`config.mk`:
```
export PLATFORM = sky130hd
export DESIGN_NAME = dma_device_port
export DESIGN_NICKNAME = d
export VERILOG_FILES = /design/src/rtl/dma_device_port.sv
export SDC_FILE = /design/constraint.sdc
export NUM_CORES = 1
export LEC_CHECK = 0
export ABC_CLOCK_PERIOD_IN_PS = 2600
export BUFFER_PORTS_ARGS = -buffer_cell sky130_fd_sc_hd__buf_2
export CAP_MARGIN = 25
export CORE_UTILIZATION = 39
export CTS_BUF_LIST = sky130_fd_sc_hd__clkbuf_2 sky130_fd_sc_hd__clkbuf_4 sky130_fd_sc_hd__clkbuf_8
export DETAILED_ROUTE_END_ITERATION = 16
export PLACE_DENSITY = 0.74
export SLEW_MARGIN = 0
export SYNTH_ARGS = -nofsm -noshare
export SYNTH_HDL_FRONTEND = slang
export SYNTH_SLANG_ARGS = --single-unit
```
`constraint.sdc`:
```
create_clock -name clk -period 2.6 [get_ports clk]
set_input_delay 0.13 -clock clk [delete_from_list [all_inputs] [get_ports clk]]
set_output_delay 0.13 -clock clk [all_outputs]
set_load 0.02 [all_outputs]
```
`src/rtl/dma_device_port.sv`:
```
// Device-side port of a DMA transfer: requests the channel, then streams a write pattern out or folds read data into an XOR checksum.
// Latency: start -> LOAD -> RQST takes two edges; each beat is one cycle; DONE/ERROR each last one cycle before IDLE.
// Backpressure: dma_ack gates every beat; a burst pause drops dev_ack for WAIT_CYC cycles; stalls are bounded by TIMEOUT.
//
// Ports:
//   clk, reset                  single rising-edge clock, synchronous active-high reset
//   start                       begin a transfer (only honoured in IDLE)
//   in_num_words / in_start_address / in_rd_wr / in_seed   request descriptor, sampled while in LOAD
//   dma_ack, dma_end_flag, dev_in                          DMA-side handshake and read data
//   num_words / start_address / rd_wr                      latched descriptor
//   rqst, dev_ack, dev_ready, error, busy                  handshake and status
//   dev_out, words_done, checksum                          write data, beat count, XOR of read data
module dma_device_port #(
   parameter int DATA     = 8,
   parameter int ADD      = 7,
   parameter int WORD     = 5,
   parameter int BURST    = 4,
   parameter int WAIT_CYC = 2,
   parameter int TIMEOUT  = 16
) (
   input  logic              clk,
   input  logic              reset,
   input  logic              start,
   input  logic [WORD:0]     in_num_words,
   input  logic [ADD-1:0]    in_start_address,
   input  logic              in_rd_wr,
   input  logic [DATA-1:0]   in_seed,
   input  logic              dma_ack,
   input  logic              dma_end_flag,
   input  logic [DATA-1:0]   dev_in,
   output logic [WORD:0]     num_words,
   output logic [ADD-1:0]    start_address,
   output logic              rd_wr,
   output logic              rqst,
   output logic              dev_ack,
   output logic              dev_ready,
   output logic              error,
   output logic              busy,
   output logic [DATA-1:0]   dev_out,
   output logic [WORD:0]     words_done,
   output logic [DATA-1:0]   checksum
);

   // A zero-length pause would never leave PAUSE cleanly, so it is stretched to one cycle.
   localparam int WAIT_EFF = (WAIT_CYC == 0) ? 1 : WAIT_CYC;
   localparam int BW       = (BURST > 0) ? $clog2(BURST + 1) : 1;
   localparam int WW       = $clog2(WAIT_EFF + 1);
   localparam int TW       = $clog2(TIMEOUT + 1);

   typedef enum logic [2:0] {
      IDLE  = 3'd0,
      LOAD  = 3'd1,
      RQST  = 3'd2,
      XFER  = 3'd3,
      PAUSE = 3'd4,
      DRAIN = 3'd5,
      DONE  = 3'd6,
      ERROR = 3'd7
   } state_t;

   state_t          state;
   state_t          state_nxt;
   logic [DATA-1:0] seed;
   logic [BW-1:0]   burst_cnt;
   logic [WW-1:0]   wait_cnt;
   logic [TW-1:0]   tmo_cnt;

   logic            rqst_nxt;
   logic            dev_ack_nxt;
   logic            dev_ready_nxt;
   logic            busy_nxt;
   logic            error_nxt;

   // dev_ack is high exactly while in XFER, so this is the beat definition.
   logic            beat;
   logic [WORD:0]   wd_inc;
   logic [BW-1:0]   burst_inc;
   logic            last_beat;
   logic            burst_hit;
   logic            wait_hit;
   logic            tmo_hit;

   assign beat      = dev_ack && dma_ack;
   assign wd_inc    = words_done + 1'b1;
   assign burst_inc = burst_cnt + 1'b1;
   assign last_beat = beat && (wd_inc == num_words);
   assign burst_hit = (BURST > 0) && beat && (burst_inc == BW'(BURST));
   assign wait_hit  = (wait_cnt == WW'(WAIT_EFF - 1));
   assign tmo_hit   = (tmo_cnt == TW'(TIMEOUT - 1));

   // Next state. Ordering inside XFER encodes the per-cycle priority:
   // completion beat, then burst pause, then end flag, then timeout.
   always_comb begin
      state_nxt = state;
      case (state)
         IDLE:  if (start) state_nxt = LOAD;
         LOAD:  state_nxt = (in_num_words == '0) ? DONE : RQST;
         RQST: begin
            if (dma_ack)      state_nxt = XFER;
            else if (tmo_hit) state_nxt = ERROR;
         end
         XFER: begin
            if (last_beat)                   state_nxt = DRAIN;
            else if (burst_hit)              state_nxt = PAUSE;
            else if (!beat && dma_end_flag)  state_nxt = DONE;
            else if (!beat && tmo_hit)       state_nxt = ERROR;
         end
         PAUSE: begin
            if (dma_end_flag)  state_nxt = DONE;
            else if (wait_hit) state_nxt = XFER;
         end
         DRAIN: begin
            if (dma_end_flag)  state_nxt = DONE;
            else if (tmo_hit)  state_nxt = ERROR;
         end
         DONE:    state_nxt = IDLE;
         ERROR:   state_nxt = IDLE;
         default: state_nxt = IDLE;
      endcase
   end

   // Status outputs are decoded from the next state so that the flops
   // line up with the state they describe.
   always_comb begin
      rqst_nxt      = (state_nxt == RQST);
      dev_ack_nxt   = (state_nxt == XFER);
      dev_ready_nxt = (state_nxt == DONE);
      busy_nxt      = (state_nxt != IDLE);
      error_nxt     = error;
      if (state == LOAD)       error_nxt = 1'b0;
      if (state_nxt == ERROR)  error_nxt = 1'b1;
   end

   always_ff @(posedge clk) begin
      if (reset) begin
         state         <= IDLE;
         rqst          <= 1'b0;
         dev_ack       <= 1'b0;
         dev_ready     <= 1'b0;
         busy          <= 1'b0;
         error         <= 1'b0;
         num_words     <= '0;
         start_address <= '0;
         rd_wr         <= 1'b0;
         seed          <= '0;
         dev_out       <= '0;
         words_done    <= '0;
         checksum      <= '0;
         burst_cnt     <= '0;
         wait_cnt      <= '0;
         tmo_cnt       <= '0;
      end else begin
         state     <= state_nxt;
         rqst      <= rqst_nxt;
         dev_ack   <= dev_ack_nxt;
         dev_ready <= dev_ready_nxt;
         busy      <= busy_nxt;
         error     <= error_nxt;
         case (state)
            LOAD: begin
               num_words     <= in_num_words;
               start_address <= in_start_address;
               rd_wr         <= in_rd_wr;
               seed          <= in_seed;
               dev_out       <= '0;
               words_done    <= '0;
               checksum      <= '0;
               burst_cnt     <= '0;
               wait_cnt      <= '0;
               tmo_cnt       <= '0;
            end
            RQST: begin
               if (dma_ack) begin
                  tmo_cnt <= '0;
                  // First write word is presented on the first XFER cycle.
                  dev_out <= rd_wr ? '0 : seed;
               end else begin
                  tmo_cnt <= tmo_cnt + 1'b1;
               end
            end
            XFER: begin
               if (beat) begin
                  words_done <= wd_inc;
                  tmo_cnt    <= '0;
                  burst_cnt  <= burst_hit ? '0 : burst_inc;
                  if (rd_wr) checksum <= checksum ^ dev_in;
                  else       dev_out  <= seed + DATA'(wd_inc);
               end else begin
                  tmo_cnt <= tmo_cnt + 1'b1;
               end
            end
            PAUSE: wait_cnt <= wait_hit ? '0 : wait_cnt + 1'b1;
            DRAIN: tmo_cnt  <= tmo_cnt + 1'b1;
            default: ;
         endcase
      end
   end

endmodule

```
After elaboration in Yosys (flattened, before gate mapping)

Index checks and enable logic that the tools add are counted.

Bits in registers: 62
Bits of input ports: 35
Output and inout port bits: 41
Word-level logic and storage cells: 91

$add $sub $neg: 5
Eq/ne operators: 19
Mux-type cells: 32
Bitwise logic cells: 1
Reduce and logical (&&, ||, !) cells: 18

Operators by type and width:

| kind                  | number |
|---|---|
| $mux W8               | 6 |
| $mux W3               | 13 |
| $pmux W8 S3           | 1 |
| $eq A3 B3 Y1 const B  | 7 |
| $pmux W3 S7           | 1 |
| $pmux W5 S4           | 1 |
| $pmux W8 S2           | 1 |
| $eq A3 B2 Y1 const B  | 4 |
| $pmux W6 S2           | 1 |
| $mux W5               | 2 |
| $add A8 B6 Y8         | 1 |
| $ne A2 B2 Y1 const B  | 4 |
| $xor A8 B8 Y8         | 1 |
| $add A6 B1 Y6 const B | 1 |
| $eq A6 B6 Y1          | 1 |
| $logic_not A6 Y1      | 1 |
| $mux W6               | 1 |
| $pmux W3 S2           | 1 |
| $reduce_bool A2 Y1    | 3 |
| $reduce_bool A3 Y1    | 2 |
| $add A5 B1 Y5 const B | 1 |
| $eq A5 B4 Y1 const B  | 1 |
| $logic_and A1 B1 Y1   | 5 |
| $pmux W2 S2           | 1 |
| other kinds (13)      | 14 |

Logic depth before layout (Yosys ltp)

Gate-level depths: netlist of the first run.

Depth in word-level cells: 10
Mapped depth: 11
Mapped depth without buffers: 11

Least setup slack after synthesis of the first run

Ideal clock, no wire load.

Path type: reg-to-reg
Start: reg words_done[0]
End: reg dev_out[6]
Library setup time: 0.137 ns
Arrival: 2.371 ns
Required time: 2.463 ns
Path slack: 0.091 ns
Stages on the path, launching flop included: 11
Path buffers: 0
Clock period less this slack: 2.509 ns
Cell sequence: dfxtp_1 ha_1 xor2_1 ha_1 nor2b_1 o21ai_1 a21boi_1 o21a_1 or3_1 a32oi_1 a211oi_1

Word-level cells in the longest chain between the ends: 5

RTL lines:

| what                   | line | RTL |
|---|---|---|
| from (decl)            | 40   | `output logic [WORD:0] words_done,` |
| from (signal assigned) | 183  | `words_done <= wd_inc;` |
| $add A6 B1 Y6          | 84   | `assign wd_inc = words_done + 1'b1;` |
| $add A8 B6 Y8          | 187  | `else dev_out <= seed + DATA'(wd_inc);` |
| $mux W8                | 186  | `if (rd_wr) checksum <= checksum ^ dev_in;` |
| $mux W8                | 182  | `if (beat) begin` |
| $pmux W8 S3            | 159  | `case (state)` |
| to (signal assigned)   | 176  | `dev_out <= rd_wr ? '0 : seed;` |
| to (signal assigned)   | 187  |  |
| to (decl)              | 39   | `output logic [DATA-1:0] dev_out,` |

No other way between the ends. The select of a mux whose other input is x is not followed.
A chain may end at the register's enable or synchronous reset.

Worst setup path after layout of the first run

Start: reg words_done[1]
End: reg dev_out[7]

Same word-level chain as after synthesis.

==> impl_metrics.tcl, run 1 <==
set metrics [dict create \
    worstRegToRegCells 9 \
    cts_tree "built" \
    chipHeight_um 90.01 \
    p_leak_nw 1.647 \
    drive_above_1_share 0.2462 \
    cpPeakStageDelay_ns 0.43 \
    place_area_um2 3513 \
    syn_to_final_growth_pct 25.85 \
    rows 31 \
    timing.fmax_mhz 404.9 \
    dieWidth_um 90.01 \
    yosysMostFrequentCell "nand2_1" \
    core-area_um2 7370 \
    ir_worst_vdd_mv 0.3116 \
    maxCapViolCount 0 \
    tightestPinTransition_ns 0.7702 \
    grt_pass1_vias 2690 \
    netlist_top_cells_count "70 x nand2_1, 62 x dfxtp_1, 46 x nor2_1, 44 x a21oi_1, 14 x xor2_1" \
    yosysWarningCount 0 \
    root_buffer "clkbuf_8" \
    drv_slew 0 \
    routedWlPerCell_um 13.59 \
    slowest_stage "dfxtp_1" \
    synth-main-ff-cell "dfxtp_1" \
    yosysSeqAreaShare 0.4109 \
    crit_arrival_ns 2.72 \
    placed_cells 537 \
    dr.pass1.iters 4 \
    dp_hpwl_mm 5.446 \
    clock_latency_ns 0.35 \
    cts.sink_count 62 \
    postCtsSetupBuffers 0 \
    synth_area_per_cell_um2 8.141 \
    p_per_area_nw_per_um2 774.1 \
    slew_headroom 0.4822 \
    yosys.area.top_type "dfxtp_1" \
    final_core_util 0.5158 \
    synth-seq-cells 62 \
    end_kind "flop" \
    start_kind "flop" \
    grt_max_degree 40 \
    required_ns 2.85 \
    synth_area_leaders "dfxtp_1 41%, nand2_1 8.7%, a21oi_1 7.3%" \
    yosysTopAreaCellShare 0.4109 \
    finalSetupTns_ns 0 \
    routed_wl_mm 7.581 \
    hold_slack_ns 0.01233 \
    portBuffers 75 \
    r2r-end "dev_out[7]" \
    r2r_setup_slack_ns 0.13 \
    critPathKind "reg2reg" \
    grt_overflow_total 0 \
    grt_pass1_wl_mm 12.64 \
    path_clk_slew_ns 0.07 \
    async_flop_share 0 \
    fin_skew_ns 0.005906 \
    cts_buffers 9 \
    status "finished clean" \
    syn_inst 371 \
    synth_edf_count 0 \
    hold_path_depth 3 \
    syn_nets 418 \
    hp-class "in2reg" \
    dieArea_um2 8101 \
    hold_path_end "seed[4]" \
    ios 76 \
    drt-initial-drc-count 162 \
    start_util 0.4098 \
    routed_via_density 5.183 \
    rsz0062_at_grt "no" \
    setup_viol 0 \
    grt.total_usage 0.1941 \
    worst_r2r_startpoint "words_done[1]" \
    antenna_left 0 \
    antenna_found_initial 0 \
    via_count 2892 \
    diodes 0 \
    crit_chain "ha_4 > ha_1 > a21o_1 > a21o_1 > a211oi_2 > o21bai_1 > a21oi_1 > o21ai_0 > a311oi_1" \
    timing.final.crit_share 0.9500 \
    drc_errors 0 \
    clockBufferDepth 2 \
    stdcell_count 558 \
    gp_congestion 0.8848 \
    fin_area_um2 3801 \
    nets 501 \
    cp_common_cell "a21o_1" \
    fin_crit_ns 2.470 \
    hold_viol_final 0 \
    synthesis.area_um2 3020 \
    htreeDepth 3 \
    hold_start "in_seed[4]" \
    yosysUniqueCellTypes 57 \
    path_max_fanout 4 \
]
-- power breakdown --
group          switching, W  internal, W  total (W)
Clock              0.000369     0.000475   0.000844
Sequential         0.000109      0.00109    0.00120
Combinational      0.000571     0.000331   0.000901
Total               0.00105      0.00189    0.00294
-- sequential cells by signal, indices dropped and copies added, names as in the netlist, 2 cells and up --
signal,count
start_address,7
num_words,6
tmo_cnt,5
wait_cnt,2
burst_cnt,3
state,3
seed,8
words_done,6
dev_out,8
checksum,8
-- worst max-delay path by stage --
stage	start	endpoint	slack (ns)
after detailed placement	words_done[1]	dev_out[6]	0.09
after global routing	words_done[1]	dev_out[6]	0.0001
final	words_done[1]	dev_out[7]	0.13
after global placement	words_done[1]	dev_out[6]	0.23
after CTS	words_done[1]	dev_out[7]	0.05
after floorplan	words_done[0]	dev_out[6]	0.09
-- critical path: cells and delay by family, from the launching register on --
kind            cells  cell delay [ns]
flops               1             0.43
compound gates      7             1.40
fa+ha+maj           2             0.55
-- logic make-up after synthesis --
| logic type | after synthesis | share of synthesized area |
|---|---|---|
| XOR/XNOR | 21 | 0.07539 |
| AND/OR/NAND/NOR | 157 | 0.2361 |
| AO/OA/AOI/OAI | 92 | 0.1889 |
| buffers and inverters | 26 | 0.03314 |
| adder cells (fa/ha/maj) | 12 | 0.05220 |
| flip-flops | 62 | 0.4109 |
| multiplexers | 1 | 0.003314 |
-- layer usage --
| layer | up-vias | GRT usage | wire [um] |
|---|---|---|---|
| met1 | 1322 | 0.2551 | 3382 |
| li1 | 1441 | - | - |
| met3 | 16 | 0.06430 | 608 |
| met4 | 0 | 0.08602 | 172 |
| met2 | 113 | 0.2882 | 3417 |
| met5 | - | 0 | 0 |
-- layout make-up --
| cell class | count | area (um^2) |
|---|---|---|
| fillers | 716 | 3568 |
| multi-input cells | 283 | 1712 |
| flip-flops and latches | 62 | 1241 |
| repair buffers | 87 | 478.0 |
| clock buffers | 14 | 192.7 |
| well taps | 99 | 123.9 |
| inverters | 11 | 41.29 |
| clock inverters | 2 | 12.51 |
-- what timing repair did --
item,in CTS,in global routing
resized for setup,0,5
setup endpoints to repair,0,2
endpoints found under the hold margin,5,0
hold buffers,5,0
-- cells in the final DEF, fill, tap and decap left out, types with 2 or more instances in the layout --
cell | Yosys | layout
buf_2 | 2 | 75
xor2_2 | 0 | 2
dlygate4sd3_1 | 0 | 5
a22oi_1 | 5 | 5
nand2_1 | 70 | 70
a21oi_1 | 44 | 44
o21ai_0 | 9 | 9
o21ai_1 | 5 | 5
and2_1 | 4 | 4
nor3b_1 | 3 | 3
a21boi_1 | 2 | 2
ha_1 | 11 | 10
nor2_1 | 46 | 46
a211oi_1 | 10 | 9
inv_1 | 10 | 10
buf_4 | 0 | 7
or3_1 | 2 | 2
nor2b_1 | 6 | 6
xor2_1 | 14 | 12
clkbuf_8 | 0 | 14
nand3_1 | 7 | 7
dfxtp_1 | 62 | 62
xnor2_1 | 4 | 4
nor3_1 | 4 | 4
a21o_1 | 3 | 3
and3_1 | 2 | 2
-- stage by stage --
| stage | setup WS [ns] | total power, W |
|---|---|---|
| finish | 0.1300 | 0.002942 |
| global route | 0.0001357 | 0.003124 |
| CTS | 0.04560 | 0.002967 |
| detailed placement | 0.08919 | 0.002105 |
| global placement | 0.2296 | 0.002084 |
| floorplan | 0.09149 | 0.001819 |
No activity file was read; power rests on OpenSTA's default activity.
==> inputs of run 2 (changes only) <==
- REMOVE_ABC_BUFFERS: default -> 1
==> run 2 against run 1 <==
Combinational power about the same. Sequential cell count is the same. Cell count fell by 0.54%. Worst setup slack better by 0.026 ns. Via count down 0.90%.
==> impl_metrics.tcl, run 2 (synthesized netlist as in run 1, its figures left out) <==
set metrics [dict create \
    hp-class "in2reg" \
    dieArea_um2 8101 \
    gp_congestion 0.9208 \
    crit_arrival_ns 2.65 \
    status "finished clean" \
    start_util 0.4098 \
    hold_buffers 0 \
    place_area_um2 3531 \
    grt.total_usage 0.1957 \
    cts.sink_count 62 \
    cp.depth 10 \
    hold_path_depth 3 \
    start_kind "flop" \
    routed_via_density 5.164 \
    antenna_left 0 \
    syn_to_final_growth_pct 24.61 \
    nets 498 \
    final_common_cell "buf_2" \
    dr.pass1.iters 4 \
    p_per_area_nw_per_um2 797.3 \
    rows 31 \
    dieWidth_um 90.01 \
    grt_pass1_vias 2830 \
    worstRegToRegCells 10 \
    maxCapViolCount 0 \
    grt_max_degree 24 \
    setup_viol 0 \
    diodes 0 \
    p_leak_nw 1.645 \
    cts_buffers 9 \
    htreeDepth 3 \
    core-area_um2 7370 \
    path_clk_slew_ns 0.07 \
    reg_top3 "checksum (8), dev_out (8), seed (8)" \
    tightestPinTransition_ns 0.7355 \
    routed_wl_mm 7.553 \
    drc_errors 0 \
    finalSetupTns_ns 0 \
    timing.fmax_mhz 409.2 \
    chipHeight_um 90.01 \
    ir_worst_vdd_mv 0.4655 \
    routedWlPerCell_um 13.61 \
    required_ns 2.81 \
    cts_tree "built" \
    ios 76 \
    slew_headroom 0.5056 \
    path_max_fanout 4 \
    antenna_found_initial 0 \
    timing.final.crit_share 0.9399 \
    cpPeakStageDelay_ns 0.38 \
    hold_viol_final 0 \
    critPathTopFamily "compound AO/OA/AOI/OAI gates" \
    via_count 2866 \
    fin_skew_ns 0.006442 \
    grt_overflow_total 0 \
    critPathKind "reg2reg" \
    layout_common_cells "75 x buf_2, 70 x nand2_1, 62 x dfxtp_1" \
    end_kind "flop" \
    clockBufferDepth 2 \
    drv_slew 0 \
    dp_hpwl_mm 5.513 \
    drt-initial-drc-count 141 \
    crit_buf_inv 0 \
    crit_chain "ha_2 > xor2_2 > ha_1 > nor2b_1 > o21ai_1 > a21boi_1 > o21a_1 > or3_1 > a32oi_1 > a211oi_1" \
    root_buffer "clkbuf_8" \
    drive_above_1_share 0.2522 \
    fin_crit_ns 2.444 \
    clock_latency_ns 0.34 \
    slowest_stage "dfxtp_1" \
    fin_area_um2 3764 \
    portBuffers 75 \
    finalPower_w 0.003001 \
    rsz0062_at_grt "yes" \
    grt_pass1_wl_mm 12.82 \
]
-- run 2: worst min-delay path: stages --
cell and delay, ns:
buf_2 0.09, nand2_1 0.04, a21oi_1 0.05
-- run 2: final cells by class --
type | count | area, um^2
Multi-Input combinational cell | 283 | 1697
Clock buffer | 12 | 165.2
Clock inverter | 4 | 52.55
Sequential cell | 62 | 1241
Tap cell | 99 | 123.9
Fill cell | 731 | 3606
Timing Repair Buffer | 84 | 442.9
Inverter | 11 | 41.29
-- run 2: path summary, 6_finish.rpt --
kind                                     startpoint               end  slack [ns]
worst max register to register        words_done[1]        dev_out[6]        0.16
worst min register to register     start_address[5]  start_address[5]        0.45
worst min-delay path            in_start_address[2]  start_address[2]        0.02
worst max-delay path                  words_done[1]        dev_out[6]        0.16
-- run 2: layer usage --
layer | global-route usage | wire (um)
met5 | 0 | 0
met4 | 0.1062 | 175
met3 | 0.04822 | 372
met2 | 0.3282 | 3625
met1 | 0.2288 | 3380
-- run 2: power by group --
part	leakage, nW	total, W	switching (W)	internal [W]
combinational	1.03	0.000903	0.000579	0.000323
sequential	0.505	0.00120	0.000108	0.00109
clock	0.113	0.000902	0.000377	0.000524
total	1.65	0.00300	0.00107	0.00194
-- run 2: timing repair --
action,4_1_cts,5_1_grt
resized for setup,0,3
buffers inserted,0,0
endpoints found under the setup margin,0,2
-- run 2: stage by stage --
step / worst slack [ns] / hold WS (ns) / std cells / utilization
6_report: 0.1564 / 0.02147 / 555 / 0.5107
2_1_floorplan: 0.06465 / 0.1991 / 356 / -
3_3_place_gp: 0.2094 / 0.3699 / 539 / 0.4791
5_1_grt: -0.06695 / 0.008321 / 555 / 0.5107
3_5_place_dp: 0.1194 / 0.3793 / 539 / 0.4791
4_1_cts: 0.08659 / 0.009416 / 555 / 0.5087
